==> src/rtl/instruction_encoder_loader_pkg.sv <==
// Shared field widths, format constants and FSM states for the instruction encoder/loader.
// Must stay in step with the field layout used by decode_instruction.
package instruction_encoder_loader_pkg;

    localparam int WORD_SIZE      = 16;
    localparam int OPCODE_SIZE    = 4;
    localparam int REG_ADDR_SIZE  = 3;
    localparam int SMALL_IMM_SIZE = 6;
    localparam int BIG_IMM_SIZE   = 9;

    localparam logic FMT_SMALL = 1'b0;
    localparam logic FMT_BIG   = 1'b1;

    typedef enum logic [1:0] {
        IDLE = 2'd0,
        LOAD = 2'd1,
        DONE = 2'd2
    } state_t;

endpackage

==> src/rtl/instruction_encoder_loader_if.sv <==
// Field-tuple stream into the loader: valid/ready/last plus instruction fields.
// master = program source, slave = loader.
interface instruction_encoder_loader_if;
    import instruction_encoder_loader_pkg::*;

    logic                      in_valid;
    logic                      in_ready;
    logic                      in_last;
    logic [OPCODE_SIZE-1:0]    in_opcode;
    logic [REG_ADDR_SIZE-1:0]  in_reg_dest;
    logic [REG_ADDR_SIZE-1:0]  in_reg_src;
    logic [SMALL_IMM_SIZE-1:0] in_small_imm;
    logic [BIG_IMM_SIZE-1:0]   in_big_imm;
    logic                      in_use_big;

    modport master (
        output in_valid, in_last, in_opcode, in_reg_dest,
        output in_reg_src, in_small_imm, in_big_imm, in_use_big,
        input  in_ready
    );

    modport slave (
        input  in_valid, in_last, in_opcode, in_reg_dest,
        input  in_reg_src, in_small_imm, in_big_imm, in_use_big,
        output in_ready
    );

endinterface

==> src/rtl/instruction_encoder_loader_pack.sv <==
// pack_instruction: combinational field-to-word packer, inverse of decode_instruction.
// Small format {op, rd, rs, simm}; big format {op, rd, bimm}.
module pack_instruction
    import instruction_encoder_loader_pkg::*;
(
    input  logic [OPCODE_SIZE-1:0]    opcode,
    input  logic [REG_ADDR_SIZE-1:0]  reg_dest,
    input  logic [REG_ADDR_SIZE-1:0]  reg_src,
    input  logic [SMALL_IMM_SIZE-1:0] small_imm,
    input  logic [BIG_IMM_SIZE-1:0]   big_imm,
    input  logic                      use_big,
    output logic [WORD_SIZE-1:0]      word
);

    always_comb begin
        word = {opcode, reg_dest, reg_src, small_imm};
        if (use_big == FMT_BIG) begin
            word = {opcode, reg_dest, big_imm};
        end
    end

endmodule

==> src/rtl/instruction_encoder_loader.sv <==
// Packs streamed instruction fields and writes them to imem from address 0.
// ENCODER_FIELD_CHECK_EN: big-format tuples with nonzero rs are consumed unwritten and set err.
module instruction_encoder_loader
    import instruction_encoder_loader_pkg::*;
#(
    parameter int ADDR_WIDTH = 8
) (
    input  logic                  clk,
    input  logic                  reset,
    input  logic                  start,
    instruction_encoder_loader_if.slave src,
    output logic                  mem_we,
    output logic [ADDR_WIDTH-1:0] mem_addr,
    output logic [WORD_SIZE-1:0]  mem_wdata,
    output logic                  busy,
    output logic                  done,
    output logic [ADDR_WIDTH:0]   count,
    output logic                  full,
    output logic                  err
);

    localparam logic [ADDR_WIDTH:0] LAST_IDX = {1'b0, {ADDR_WIDTH{1'b1}}};

    state_t               state_q;
    state_t               state_d;
    logic                 accept;
    logic                 illegal;
    logic                 write;
    logic                 at_end;
    logic                 clear;
    logic [WORD_SIZE-1:0] word;

    pack_instruction u_pack (
        .opcode    (src.in_opcode),
        .reg_dest  (src.in_reg_dest),
        .reg_src   (src.in_reg_src),
        .small_imm (src.in_small_imm),
        .big_imm   (src.in_big_imm),
        .use_big   (src.in_use_big),
        .word      (word)
    );

    assign src.in_ready = (state_q == LOAD);
    assign accept       = src.in_valid & src.in_ready;

`ifdef ENCODER_FIELD_CHECK_EN
    assign illegal = src.in_use_big & (src.in_reg_src != '0);
`else
    assign illegal = 1'b0;
`endif

    assign write  = accept & ~illegal;
    // Writing the top address fills memory; the load must stop there.
    assign at_end = write & (count == LAST_IDX);
    assign clear  = start & (state_q != LOAD);
    assign busy   = (state_q == LOAD);
    assign done   = (state_q == DONE);

    always_ff @(posedge clk) begin
        if (reset) begin
            state_q <= IDLE;
        end else begin
            state_q <= state_d;
        end
    end

    always_comb begin
        state_d = state_q;
        unique case (state_q)
            IDLE:    if (start) state_d = LOAD;
            LOAD:    if (accept & (src.in_last | at_end)) state_d = DONE;
            DONE:    if (start) state_d = LOAD;
            default: state_d = IDLE;
        endcase
    end

    always_ff @(posedge clk) begin
        if (reset) begin
            mem_we    <= 1'b0;
            mem_addr  <= '0;
            mem_wdata <= '0;
            count     <= '0;
            full      <= 1'b0;
        end else begin
            mem_we <= write;
            if (clear) begin
                count <= '0;
                full  <= 1'b0;
            end
            if (write) begin
                mem_addr  <= count[ADDR_WIDTH-1:0];
                mem_wdata <= word;
                count     <= count + 1'b1;
            end
            if (at_end) begin
                full <= 1'b1;
            end
        end
    end

`ifdef ENCODER_FIELD_CHECK_EN
    always_ff @(posedge clk) begin
        if (reset) begin
            err <= 1'b0;
        end else if (clear) begin
            err <= 1'b0;
        end else if (accept & illegal) begin
            err <= 1'b1;
        end
    end
`else
    assign err = 1'b0;
`endif

endmodule

==> src/flat_wrapper.sv <==
// flat-port wrapper written by rule: the top's interface ports become plain ports
module instruction_encoder_loader_flat import instruction_encoder_loader_pkg::*;
#(
    parameter int ADDR_WIDTH = 8
)
  (clk, reset, start, mem_we, mem_addr, mem_wdata, busy, done, count, full, err, src_in_valid, src_in_last, src_in_opcode, src_in_reg_dest, src_in_reg_src, src_in_small_imm, src_in_big_imm, src_in_use_big, src_in_ready);
  instruction_encoder_loader_if src_i ();
  input  logic clk;
  input  logic reset;
  input  logic start;
  output logic mem_we;
  output logic [ADDR_WIDTH-1:0] mem_addr;
  output logic [WORD_SIZE-1:0] mem_wdata;
  output logic busy;
  output logic done;
  output logic [ADDR_WIDTH:0] count;
  output logic full;
  output logic err;
  input wire logic [$bits(src_i.in_valid)-1:0] src_in_valid;
  input wire logic [$bits(src_i.in_last)-1:0] src_in_last;
  input wire logic [$bits(src_i.in_opcode)-1:0] src_in_opcode;
  input wire logic [$bits(src_i.in_reg_dest)-1:0] src_in_reg_dest;
  input wire logic [$bits(src_i.in_reg_src)-1:0] src_in_reg_src;
  input wire logic [$bits(src_i.in_small_imm)-1:0] src_in_small_imm;
  input wire logic [$bits(src_i.in_big_imm)-1:0] src_in_big_imm;
  input wire logic [$bits(src_i.in_use_big)-1:0] src_in_use_big;
  output wire logic [$bits(src_i.in_ready)-1:0] src_in_ready;
  assign src_i.in_valid = src_in_valid;
  assign src_i.in_last = src_in_last;
  assign src_i.in_opcode = src_in_opcode;
  assign src_i.in_reg_dest = src_in_reg_dest;
  assign src_i.in_reg_src = src_in_reg_src;
  assign src_i.in_small_imm = src_in_small_imm;
  assign src_i.in_big_imm = src_in_big_imm;
  assign src_i.in_use_big = src_in_use_big;
  assign src_in_ready = src_i.in_ready;
  instruction_encoder_loader #(.ADDR_WIDTH(ADDR_WIDTH)) u_core (.clk(clk), .reset(reset), .start(start), .src(src_i), .mem_we(mem_we), .mem_addr(mem_addr), .mem_wdata(mem_wdata), .busy(busy), .done(done), .count(count), .full(full), .err(err));
endmodule
==> config.mk <==
export PLATFORM = sky130hd
export DESIGN_NAME = instruction_encoder_loader_flat
export DESIGN_NICKNAME = d
export VERILOG_FILES = /design/src/rtl/instruction_encoder_loader_pkg.sv /design/src/rtl/instruction_encoder_loader_if.sv /design/src/rtl/instruction_encoder_loader_pack.sv /design/src/rtl/instruction_encoder_loader.sv /design/src/flat_wrapper.sv
export SDC_FILE = /design/constraint.sdc
export NUM_CORES = 1
export LEC_CHECK = 0
export BUFFER_PORTS_ARGS = -buffer_cell sky130_fd_sc_hd__clkbuf_2
export CELL_PAD_IN_SITES_DETAIL_PLACEMENT = 1
export CELL_PAD_IN_SITES_GLOBAL_PLACEMENT = 1
export CORE_ASPECT_RATIO = 1.1
export CORE_MARGIN = 2
export CORE_UTILIZATION = 25
export CTS_CLUSTER_SIZE = 30
export DETAILED_ROUTE_END_ITERATION = 8
export GPL_TIMING_DRIVEN = 0
export PLACE_DENSITY_LB_ADDON = 0.1
export REMOVE_ABC_BUFFERS = 1
export SLEW_MARGIN = 20
export SYNTH_ARGS = -nofsm -noshare
export SYNTH_HDL_FRONTEND = slang
export SYNTH_SLANG_ARGS = --single-unit
==> constraint.sdc <==
create_clock -name clk -period 1.45 [get_ports clk]
set_input_delay 0.29 -clock clk [delete_from_list [all_inputs] [get_ports clk]]
set_output_delay 0.29 -clock clk [all_outputs]
set_load 0.02 [all_outputs]
==> reports/metrics.yaml <==
p_leak_uw: 0.000941
io_buffer_count: 68
synth-compound-area-share: 0.176
avgSynthCellArea_sq_um: 8.60
drt_pass1_iterations: 2
final_area_sq_um: 2180
antenna_found_initial: 0
grt_pass1_wl_um: 7000
grt_usage: 0.131
layout.nets: 286
ioPinCount: 70
die_width_um: 78.8
regArea_sq_um: 759
slowest_stage: "dfxtp_4"
numCtsBuffers: 5
critPathMaxStageDelay_ns: 0.38
cp-end-kind: "flip-flop"
rsz0062_at_grt: "true"
fillers: 781
place_inst: 314
hp-class: "in2reg"
status: "finished, final reports clean"
power_density_nw_per_um2: 1040
clock_latency_ns: 0.30
final_cells: 334
initial_utilization: 0.253
required_ns: 1.65
ys_warn_count: 0
mappedNetlistArea_sq_um: 1540
max_freq_mhz: 709
grt_use_met3: 0.0438
grt_use_met2: 0.224
wire_per_inst_um: 13.0
synth_top_family_by_area: "simple AND/OR/NAND/NOR gates"
cts_hold_buf: 0
synth_fa_ha_area_frac: 0.0162
drive_gt1_frac: 0.417
wirelength_um: 4350
ant_nets: 0
maxCapViolations: 0
finClkSkew_ns: 0.00621
synth-edff-count: 0
crit_family: "compound AO/OA/AOI/OAI gates"
multi_input_comb_area_sq_um: 758
via_per_inst: 4.57
grt_pass1_vias: 1499
maxSlewHeadroom: 0.437
mostFrequentLayoutCell: "clkbuf_2"
synth_cells: 179
rows: 30
fp.dieH_um: 86.3
synthXorXnorAreaFrac: 0
syn_to_final_growth_pct: 41.8
ys_seq_area_frac: 0.481
cts_max_level: 2
crit_type: "reg2reg"
drtIter0Drc: 67
path_cells: "and3b_2 > buf_12 > a21oi_4 > nor2_1 > a211oi_1"
root_buffer: "clkbuf_8"
dr_total_vias: 1527
grt.busiest_layer: "met2"
clkTransAtPathRegs_ns: 0.08
drc: 0
dp_hpwl_um: 2810
met1_usage: 0.156
ys_types: 33
die_area_sq_um: 6810
finalCriticalPeriod_ns: 1.41
irDropWorstVdd_uv: 473
synth_seq_cells: 37
grt_max_degree: 39
cp.arrival_ns: 1.61
tightest_slew_ns: 0.845
synthArstFlopShare: 0
antenna_cells: 0
crit_fanout: 31
cp-start-kind: "flip-flop"
clkSinkCount: 37
finalMaxSlewViolations: 0
gp_congestion: 0.659
path_buf_inv: 1
synth_flop_cell: "dfxtp_1"
placed_area_sq_um: 1920
muxShareOfSynthArea: 0.0585
finalHoldViolations: 0
period_share: 0.973
grt_remaining_overflow: 0
setup-violations-final: 0
core_sq_um: 6080
cts.path.max_buffers: 2
cts_tree: "yes"
mostFrequentLayoutCells: "66 x clkbuf_2, 31 x nand2_1, 30 x dfxtp_1"
synth_simple_gate_area_share: 0.210
[logic make-up after synthesis]
family	after synthesis
simple gates	70
buf+inv	16
other cells	1
compound gates	44
mux	9
flops	37
fa+ha+maj	2
[Yosys cell counts (2+ instances only)]
master,number,share of area
clkbuf_1,5,0.012
nand2b_1,3,0.012
a211oi_1,12,0.058
a22oi_1,2,0.0097
dfxtp_1,37,0.48
nand3_1,3,0.0097
inv_1,2,0.0049
nand2_1,31,0.076
buf_4,4,0.019
nand3b_1,2,0.0097
nor2_1,21,0.051
buf_2,2,0.0065
mux2i_1,9,0.058
and3_1,2,0.0081
ha_1,2,0.016
a21oi_1,25,0.081
[path summary, 6_finish.rpt]
kind	start	to	slack [ns]	cells after the start
worst min register to register	u_core.mem_addr[0]	u_core.mem_addr[0]	0.46	2
worst max register to register	u_core.state_q[1]	u_core.count[3]	0.04	5
worst max-delay path	u_core.state_q[1]	u_core.count[3]	0.04	5
worst min-delay path	src_in_reg_dest[0]	u_core.mem_wdata[9]	0.20	3
[through the flow]
step,power (uW),utilization,worst slack (ns),hold slack (ns),setup TNS [ns]
final,2270,0.359,0.0393,0.203,0
after global routing,2390,0.359,-0.0361,0.205,-0.107
after CTS,2300,0.343,0.0157,0.197,0
after detailed placement,1350,0.316,-0.302,0.451,-3.16
after global placement,1340,0.313,-0.803,0.444,-21.36
after floorplan,1220,-,-0.228,0.359,-3.57
[metal layers]
layer | vias up | wire, um
li1 | 757 | -
met3 | 5 | 351
met1 | 713 | 1900
met2 | 52 | 2050
met5 | - | 0
met4 | 0 | 48
[sequential cells by signal, indices dropped and copies added, names as in the netlist]
signal            cells
u_core.mem_we         1
u_core.full           1
u_core.mem_addr       8
u_core.mem_wdata     16
u_core.state_q        2
u_core.count          9
[power by group]
part | total (uW) | switching [uW] | internal (uW) | leakage, uW
registers | 1060 | 19.4 | 1040 | 0.000305
clock network | 921 | 407 | 515 | 0.0000543
logic | 292 | 170 | 122 | 0.000583
total | 2270 | 596 | 1680 | 0.000941
[worst reg2reg max path, stage by stage, from the launching register on]
cell and delay, ns:
dfxtp_4 0.38, and3b_2 0.24, buf_12 0.17, a21oi_4 0.21, nor2_1 0.08, a211oi_1 0.24
[layout make-up]
type                    count  area share
flip-flops and latches     37       0.348
multi-input cells         127       0.347
repair buffers             80       0.203
well taps                  80      0.0458
clock buffers               5      0.0315
clock inverters             3      0.0212
inverters                   2     0.00344
[timing repair]
item / CTS / global route
cloned: 1 / 0
setup endpoints to repair: 26 / 8
buffers inserted: 1 / 10
pin swaps: 3 / 4
resized for setup: 11 / 11
No activity file was read; power rests on OpenSTA's default activity.
